--- src/rtl/mem_arb_pkg.sv ---
// Shared types for the unified-memory port arbiter: FSM states, port owner,
// and the width used by the latency and starvation counters.
package mem_arb_pkg;

    typedef enum logic [1:0] {
        IDLE,
        ACCESS,
        WAIT,
        DONE
    } state_t;

    typedef enum logic {
        OWN_IF,
        OWN_D
    } owner_t;

    localparam int LAT_W = 4;

endpackage

--- src/rtl/mem_port_arbiter.sv ---
// Arbitrates instruction-fetch and data ports onto one single-port,
// fixed-latency memory; one transaction at a time, data-first with a fetch guard.
module mem_port_arbiter
    import mem_arb_pkg::*;
#(
    parameter int DWIDTH     = 32,
    parameter int AWIDTH     = 32,
    parameter int MEM_LAT    = 2,
    parameter int STARVE_MAX = 3
) (
    input  logic              clk,
    input  logic              rst,
    input  logic              if_req,
    input  logic [AWIDTH-1:0] if_addr,
    input  logic              if_cancel,
    output logic              if_ready,
    output logic [DWIDTH-1:0] if_rdata,
    input  logic              d_req,
    input  logic              d_we,
    input  logic [AWIDTH-1:0] d_addr,
    input  logic [DWIDTH-1:0] d_wdata,
    output logic              d_ready,
    output logic [DWIDTH-1:0] d_rdata,
    output logic              busy,
    output logic              mem_en,
    output logic              mem_we,
    output logic [AWIDTH-1:0] mem_addr,
    output logic [DWIDTH-1:0] mem_wdata,
    input  logic [DWIDTH-1:0] mem_rdata
);

    localparam logic [LAT_W-1:0] LAT_LAST   = LAT_W'(MEM_LAT - 1);
    localparam logic [LAT_W-1:0] STARVE_LIM = LAT_W'(STARVE_MAX);

    state_t           state;
    owner_t           owner;
    logic [LAT_W-1:0] lat_cnt;
    logic [LAT_W-1:0] starve_cnt;
    logic             drop;

    logic             grant_if;
    logic             grant_d;
    logic             fetch_cancel;

    // Arbitration terms only feed registers; every output stays registered.
    always_comb begin
        grant_if     = 1'b0;
        grant_d      = 1'b0;
        fetch_cancel = 1'b0;
        grant_if     = if_req && !if_cancel && (!d_req || starve_cnt == STARVE_LIM);
        grant_d      = d_req && !grant_if;
        fetch_cancel = (owner == OWN_IF) && if_cancel;
    end

    // NOTE: reset is synchronous and active-low, so it lives inside the clocked
    // branch; all state updates use <= so every read sees pre-edge values.
    always_ff @(posedge clk) begin
        if (!rst) begin
            state      <= IDLE;
            owner      <= OWN_IF;
            lat_cnt    <= '0;
            starve_cnt <= '0;
            drop       <= 1'b0;
            busy       <= 1'b0;
            mem_en     <= 1'b0;
            mem_we     <= 1'b0;
            mem_addr   <= '0;
            mem_wdata  <= '0;
            if_ready   <= 1'b0;
            if_rdata   <= '0;
            d_ready    <= 1'b0;
            d_rdata    <= '0;
        end else begin
            mem_en   <= 1'b0;
            if_ready <= 1'b0;
            d_ready  <= 1'b0;

            case (state)
                IDLE: begin
                    if (grant_if || grant_d) begin
                        state  <= ACCESS;
                        busy   <= 1'b1;
                        mem_en <= 1'b1;
                        drop   <= 1'b0;
                        if (grant_if) begin
                            owner      <= OWN_IF;
                            mem_addr   <= if_addr;
                            mem_we     <= 1'b0;
                            starve_cnt <= '0;
                        end else begin
                            owner     <= OWN_D;
                            mem_addr  <= d_addr;
                            mem_we    <= d_we;
                            mem_wdata <= d_wdata;
                            if (if_req && starve_cnt != STARVE_LIM)
                                starve_cnt <= starve_cnt + 1'b1;
                        end
                    end
                end

                ACCESS: begin
                    if (fetch_cancel)
                        drop <= 1'b1;
                    if (mem_we) begin
                        state   <= DONE;
                        d_ready <= 1'b1;
                    end else begin
                        state   <= WAIT;
                        lat_cnt <= LAT_LAST;
                    end
                end

                WAIT: begin
                    if (fetch_cancel)
                        drop <= 1'b1;
                    if (lat_cnt == '0) begin
                        state <= DONE;
                        if (owner == OWN_D) begin
                            d_ready <= 1'b1;
                            d_rdata <= mem_rdata;
                        end else if (!drop && !if_cancel) begin
                            if_ready <= 1'b1;
                            if_rdata <= mem_rdata;
                        end
                    end else begin
                        lat_cnt <= lat_cnt - 1'b1;
                    end
                end

                DONE: begin
                    state <= IDLE;
                    busy  <= 1'b0;
                    drop  <= 1'b0;
                end

                default: begin
                    state <= IDLE;
                    busy  <= 1'b0;
                end
            endcase
        end
    end

endmodule

--- config.mk ---
export PLATFORM = sky130hd
export DESIGN_NAME = mem_port_arbiter
export DESIGN_NICKNAME = d
export VERILOG_FILES = /design/src/rtl/mem_arb_pkg.sv /design/src/rtl/mem_port_arbiter.sv
export SDC_FILE = /design/constraint.sdc
export NUM_CORES = 1
export LEC_CHECK = 0
export CAP_MARGIN = 30
export CORE_MARGIN = 2
export CORE_UTILIZATION = 41
export DETAILED_ROUTE_END_ITERATION = 8
export HOLD_SLACK_MARGIN = 0.1
export PLACE_DENSITY = 0.81
export RECOVER_POWER = 50
export SETUP_SLACK_MARGIN = 0.05
export SLEW_MARGIN = 20
export SYNTH_ARGS = -nofsm -noshare
export SYNTH_HDL_FRONTEND = slang
export SYNTH_SLANG_ARGS = --single-unit
--- constraint.sdc ---
create_clock -name clk -period 2.37 [get_ports clk]
set_clock_uncertainty 0.15 [all_clocks]
set_input_delay 0.474 -clock clk [delete_from_list [all_inputs] [get_ports clk]]
set_output_delay 0.474 -clock clk [all_outputs]
set_load 0.005 [all_outputs]
# After elaboration in Yosys (flattened, before gate mapping)
# Index checks and enable logic that the tools add are counted.
[word_totals]
regBits = 145
inputBits = 134
out_inout_bits = 133
wordCells = 83
[op_classes]
n_addsub = 2
n_eq_ne = 10
n_mux = 23
bitwise_logic = 5
reduce_logical = 29
[op_table]
columns = ["operator", "count"]
rows = [
  ["2-to-1 mux 32 bit", 1],
  ["2-to-1 mux 4 bit", 4],
  ["AND reduction 3 bit", 4],
  ["2-to-1 mux 1 bit", 11],
  ["AND reduction 2 bit", 5],
  ["inequality test 2 bit (second input constant)", 4],
  ["case mux 2 bit (4 select lines)", 1],
  ["case mux 4 bit (2 select lines)", 1],
  ["logical AND 1 bit", 6],
  ["nonzero test 2 bit", 3],
  ["NOT 1 bit", 5],
  ["adder 4 x 1 -> 4 bit (second input constant)", 1],
  ["== test 2 bit (second input constant)", 2],
  ["== test 4 x 2 -> 1 bit (second input constant)", 1],
  ["logical NOT 1 bit", 4],
  ["logical NOT 4 bit", 1],
  ["2-to-1 mux 2 bit", 2],
  ["inequality test 4 x 2 -> 1 bit (second input constant)", 1],
  ["case mux 1 bit (2 select lines)", 2],
  ["AND reduction 4 bit", 1],
  ["OR reduction 4 bit", 1],
  ["subtractor 4 x 1 -> 4 bit (second input constant)", 1],
  ["case mux 1 bit (3 select lines)", 1],
  ["== test 2 x 1 -> 1 bit (second input constant)", 1],
  ["other kinds (4)", 5],
]

# Logic depth before layout (Yosys ltp)
# Gate-level depths: netlist of run 1.
[depth]
depth_word = 8
mapped_depth = 8
mapped_depth_nobuf = 6

# Worst setup path before layout of run 1
# Ideal clock, no wire load.
[synth_path]
kind = "reg2reg"
startpoint = "register starve_cnt[0]"
endpoint = "register mem_wdata[15]"
setup_ps = 74
arrival_time_ps = 1719
t_required_ps = 2146
path_slack_ps = 426
stages_incl_launch_ff = 8
n_path_buf = 2
synth_period_minus_slack_ps = 1944
path_cell_list = "dfxtp_1 > ha_1 > or3b_1 > o311ai_4 > buf_6 > buf_4 > nand3_1 > o21ai_0"
[synth_between]
elab_chain_len = 7
word_cells_on_any_way = 8
cone_classes = "1 x eq/ne; 1 x bitwise; 6 x reduce/logical"
[synth_rtl]
columns = ["element", "line_no", "rtl"]
rows = [
  ["from (decl)", "mem_port_arbiter.sv:38", "logic [LAT_W-1:0] starve_cnt;"],
  ["from (signal assigned)", "mem_port_arbiter.sv:96", "starve_cnt <= starve_cnt + 1'b1;"],
  ["== test 4 x 2 -> 1 bit (*)", "mem_port_arbiter.sv:50", "grant_if = if_req && !if_cancel && (!d_req || starve_cnt == STARVE_LIM);"],
  ["logical OR 1 bit (*)", "mem_port_arbiter.sv:50", ""],
  ["logical AND 1 bit (*)", "mem_port_arbiter.sv:50", ""],
  ["logical NOT 1 bit", "mem_port_arbiter.sv:51", "grant_d = d_req && !grant_if;"],
  ["logical AND 1 bit", "mem_port_arbiter.sv:51", ""],
  ["logical OR 1 bit", "mem_port_arbiter.sv:80", "if (grant_if || grant_d) begin"],
  ["AND reduction 3 bit (no line) (*)", "n/a", ""],
  ["to (signal assigned)", "mem_port_arbiter.sv:94", "mem_wdata <= d_wdata;"],
  ["to (decl)", "mem_port_arbiter.sv:28", "output logic [DWIDTH-1:0] mem_wdata,"],
]
# Mark *: on every way between the ends. The rest lies on a longest branch, timed or not.
# A chain may end at the register's enable or synchronous reset.

# Final worst setup path of run 1
[layout_path]
startpoint = "register starve_cnt[0]"
endpoint = "register mem_addr[24]"
[layout_between]
elab_chain_len = 7
word_cells_on_any_way = 8
cone_classes = "1 x eq/ne; 1 x mux; 6 x reduce/logical"
[layout_rtl]
columns = ["element", "line_no", "rtl"]
rows = [
  ["== test 4 x 2 -> 1 bit (*)", "mem_port_arbiter.sv:50", ""],
  ["logical OR 1 bit (*)", "mem_port_arbiter.sv:50", ""],
  ["logical AND 1 bit (*)", "mem_port_arbiter.sv:50", ""],
  ["logical NOT 1 bit", "mem_port_arbiter.sv:51", ""],
  ["logical AND 1 bit", "mem_port_arbiter.sv:51", ""],
  ["logical OR 1 bit", "mem_port_arbiter.sv:80", ""],
  ["AND reduction 2 bit (no line)", "n/a", ""],
  ["to (signal assigned)", "mem_port_arbiter.sv:87", "mem_addr <= if_addr;"],
  ["to (signal assigned)", "mem_port_arbiter.sv:92", "mem_addr <= d_addr;"],
  ["to (decl)", "mem_port_arbiter.sv:27", "output logic [AWIDTH-1:0] mem_addr,"],
]
# Marked as above.

==> summary.md, run 1 <==
| Metric | Value |
|---|---|
| Routed wire length per instance | `14.7 um` |
| Hold-fix buffer count after cts | `0` |
| Largest net degree at the start of global routing | `90` |
| Detailed-routing iteration count for the pre-antenna-repair pass | `4` |
| Cell at the root of the clock tree | `clkbuf_16` |
| Hold Path Class | `in -> reg` |
| Initial antenna violation count | `0` |
| Die area | `14400 sq um` |
| Sequential area share after synthesis | `0.528` |
| Number of gates resized after CTS | `0` |
| Global route total overflow | `0` |
| Number of H-tree levels | `4` |
| Die span in x | `120 um` |
| Maximum clock rate | `463 MHz` |
| Worst slack at placement | `105 ps` |
| Portion of netlist area occupied by mux cells | `0.00364` |
| Initial DRC Count | `386` |
| Clock net sink count | `145` |
| Most instantiated flip-flop cell in the synthesis netlist | `dfxtp_1` |
| Top-level I/O count | `267` |
| Drt total wl | `15300 um` |
| Final layout net count | `989` |
| Bufs on Longest Clock Path | `2` |
| FF-to-FF path depth | `5` |
| Main combinational cell family by area after synthesis | `compound AO/OA/AOI/OAI gates` |
| Transition time at the pin with the least slew margin | `552 ps` |
| Number of enable-type register cells in the synthesized netlist | `0` |
| DPL Wire Length | `10900 um` |
| GR Util All Layers | `0.209` |
| Buffers inserted during post-CTS setup optimization | `0` |
| Mean instance size in the synthesized netlist | `9.08 sq um` |
| Total power | `7810 uW` |
| Number of vias per cell | `5.14` |
| Sort of element at the end of the critical path | `flop` |
| Run status | `complete, no violations` |
| Time the final worst path needs with I/O delays and setup | `2160 ps` |
| Core footprint | `13200 sq um` |
| Adder-cell area share of the yosys netlist | `0.0182` |
| Synthesized instance count | `606` |
| Area growth, synth to finish | `61.2%` |
| Count of state elements after synthesis | `145` |
| Initial Utilization | `0.417` |
| Syn_nets | `748` |
| Required time of the critical path | `2570 ps` |
| Ratio of final minimum period to clock period | `0.912` |
| Remaining antenna violation count after routing | `0` |
| Via count | `5323` |
| Post-synthesis share of cell area spent on xor and xnor gates | `0` |
| TritonCTS clock tree | `yes` |
| Clock latency on the worst-skew pair | `400 ps` |
| Setup TNS Final | `0 ps` |
| Row Count | `42` |
| Die height | `120 um` |
| Critical path class | `reg -> reg` |
| Final Max Tran Viols | `0` |
| Number of global-route vias before repair | `5164` |
| VDD IR-drop max | `0.000464 V` |
| # diodes | `0` |
| Asr flop ratio synth | `0` |
| Fraction of layout cells with a size suffix above 1 | `0.0907` |
| Global-route wire length before repair | `24400 um` |
| Number of input and output port buffers inserted | `266` |
| Worst hold path cell count | `3` |
| Yosys warns | `0` |
| Leakage power total | `0.00365 uW` |
| Largest fanout on the critical path | `26` |
| Clock transition at path regs | `60 ps` |
| Post-synth cell types | `36` |
| Share of the core filled with cells | `0.672` |
| Worst path setup slack after routing | `209 ps` |
| Max capacitance violation total | `0` |
| Compound-Gate Fraction of Synth Area | `0.229` |
| Unrepaired setup endpoints after global routing | `false` |
| Slew headroom | `0.632` |
| Final setup vio count | `0` |
| Remaining DRCs | `0` |
| Global placement routability congestion | `0.764` |
| Arrival time of data at the critical path endpoint | `2370 ps` |
| Startpoint class of the critical path | `flop` |
| Synthesized area | `5500 sq um` |
| Cts bufs inserted | `17` |
| Number of hold violations in the final report | `0` |
| Fraction of the mapped netlist area in simple logic gates | `0.175` |
| Pwr dens | `881 nW/um^2` |
==> where the power goes <==
part | internal, uW | switching, uW
clock | 1530 | 1010
sequential | 2830 | 209
combinational | 1190 | 1040
total | 5550 | 2260
==> layout make-up <==
cell class	instances	area, sq um
flip-flops and latches	145	2900
well taps	176	220
inverters	9	33.8
clock inverters	12	108
clock buffers	20	467
repair buffers	276	2790
multi-input cells	398	2350
fillers	1073	4330
==> synth_stat cells, drive strengths merged (2+ instances only) <==
library cell,n,share of area
nor2b,4,0.0045
o21a,33,0.045
ha,8,0.018
mux2i,2,0.0036
o221a,33,0.068
nor2,6,0.0041
a21oi,7,0.0064
clkbuf,37,0.025
nand2b,2,0.0023
o21ai,99,0.090
inv,9,0.0061
dfxtp,145,0.53
or3,4,0.0045
nand3,100,0.091
buf,17,0.016
o22ai,2,0.0023
nand2,77,0.053
o32ai,2,0.0032
and2,2,0.0023
nand4,2,0.0023
nor3b,4,0.0055
==> logic make-up after synthesis <==
family / count (synthesis)
compound gates: 183
simple gates: 205
buf+inv: 63
mux: 2
fa+ha+maj: 8
flops: 145
==> sequential cells by signal (all words and copies together), names as in the netlist, 2 cells and up <==
name and count:
if_rdata 32, starve_cnt 4, lat_cnt 4, state 2, d_rdata 32, mem_addr 32
mem_wdata 32
==> cell usage in the layout (no fill, tap or decap), drive strengths merged, types with 4 or more instances in the layout <==
master / netlist / final
a21oi: 7 / 7
buf: 17 / 9
clkbuf: 37 / 22
clkdlybuf4s50: 0 / 133
clkinv: 0 / 4
clkinvlp: 0 / 6
dfxtp: 145 / 145
dlygate4sd3: 0 / 132
ha: 8 / 8
inv: 9 / 10
nand2: 77 / 77
nand3: 100 / 100
nor2: 6 / 6
nor2b: 4 / 4
nor3b: 4 / 4
o21a: 33 / 33
o21ai: 99 / 99
o221a: 33 / 33
or3: 4 / 4
==> per-layer routing <==
metal,track usage,routed length (um),share of wire,vias up
met3,0.0632,1140,0.075,16
li1,-,-,-,2660
met2,0.361,7470,0.49,194
met5,0,0,0,-
met1,0.245,6450,0.42,2453
met4,0.0735,197,0.013,0
==> critical path, cell delays in order, from the launching register on <==
cell	delay, ps
dfxtp_1	370
ha_1	210
or3b_1	440
o311ai_4	320
buf_4	360
o221a_2	250
==> path summary, 6_finish.rpt <==
kind | start | to | slack (ps)
setup / recovery | starve_cnt[0] | mem_addr[24] | 210
setup reg to reg | starve_cnt[0] | mem_addr[24] | 210
hold reg to reg | mem_wdata[23] | mem_wdata[23] | 310
hold / removal | rst | if_rdata[3] | 300
==> metrics by stage <==
step / hold slack (ps) / instance area, sq um / instances
detailed placement: 308 / 8310 / 1004
CTS: 279 / 8880 / 1036
global route: 296 / 8860 / 1036
floorplan: 298 / 5500 / 606
global placement: 295 / 8310 / 1004
finish: 299 / 8860 / 1036
Power figures use the tool's default switching activity.
==> run 2: changes to the inputs <==
--- a/config.mk
+++ b/config.mk
@@ -17,3 +17,4 @@
 export SYNTH_ARGS = -nofsm -noshare
 export SYNTH_HDL_FRONTEND = slang
 export SYNTH_SLANG_ARGS = --single-unit
+export TNS_END_PERCENT = 100
==> results of run 2 <==
Final layout, timing and power as in run 1 (identical DEF).
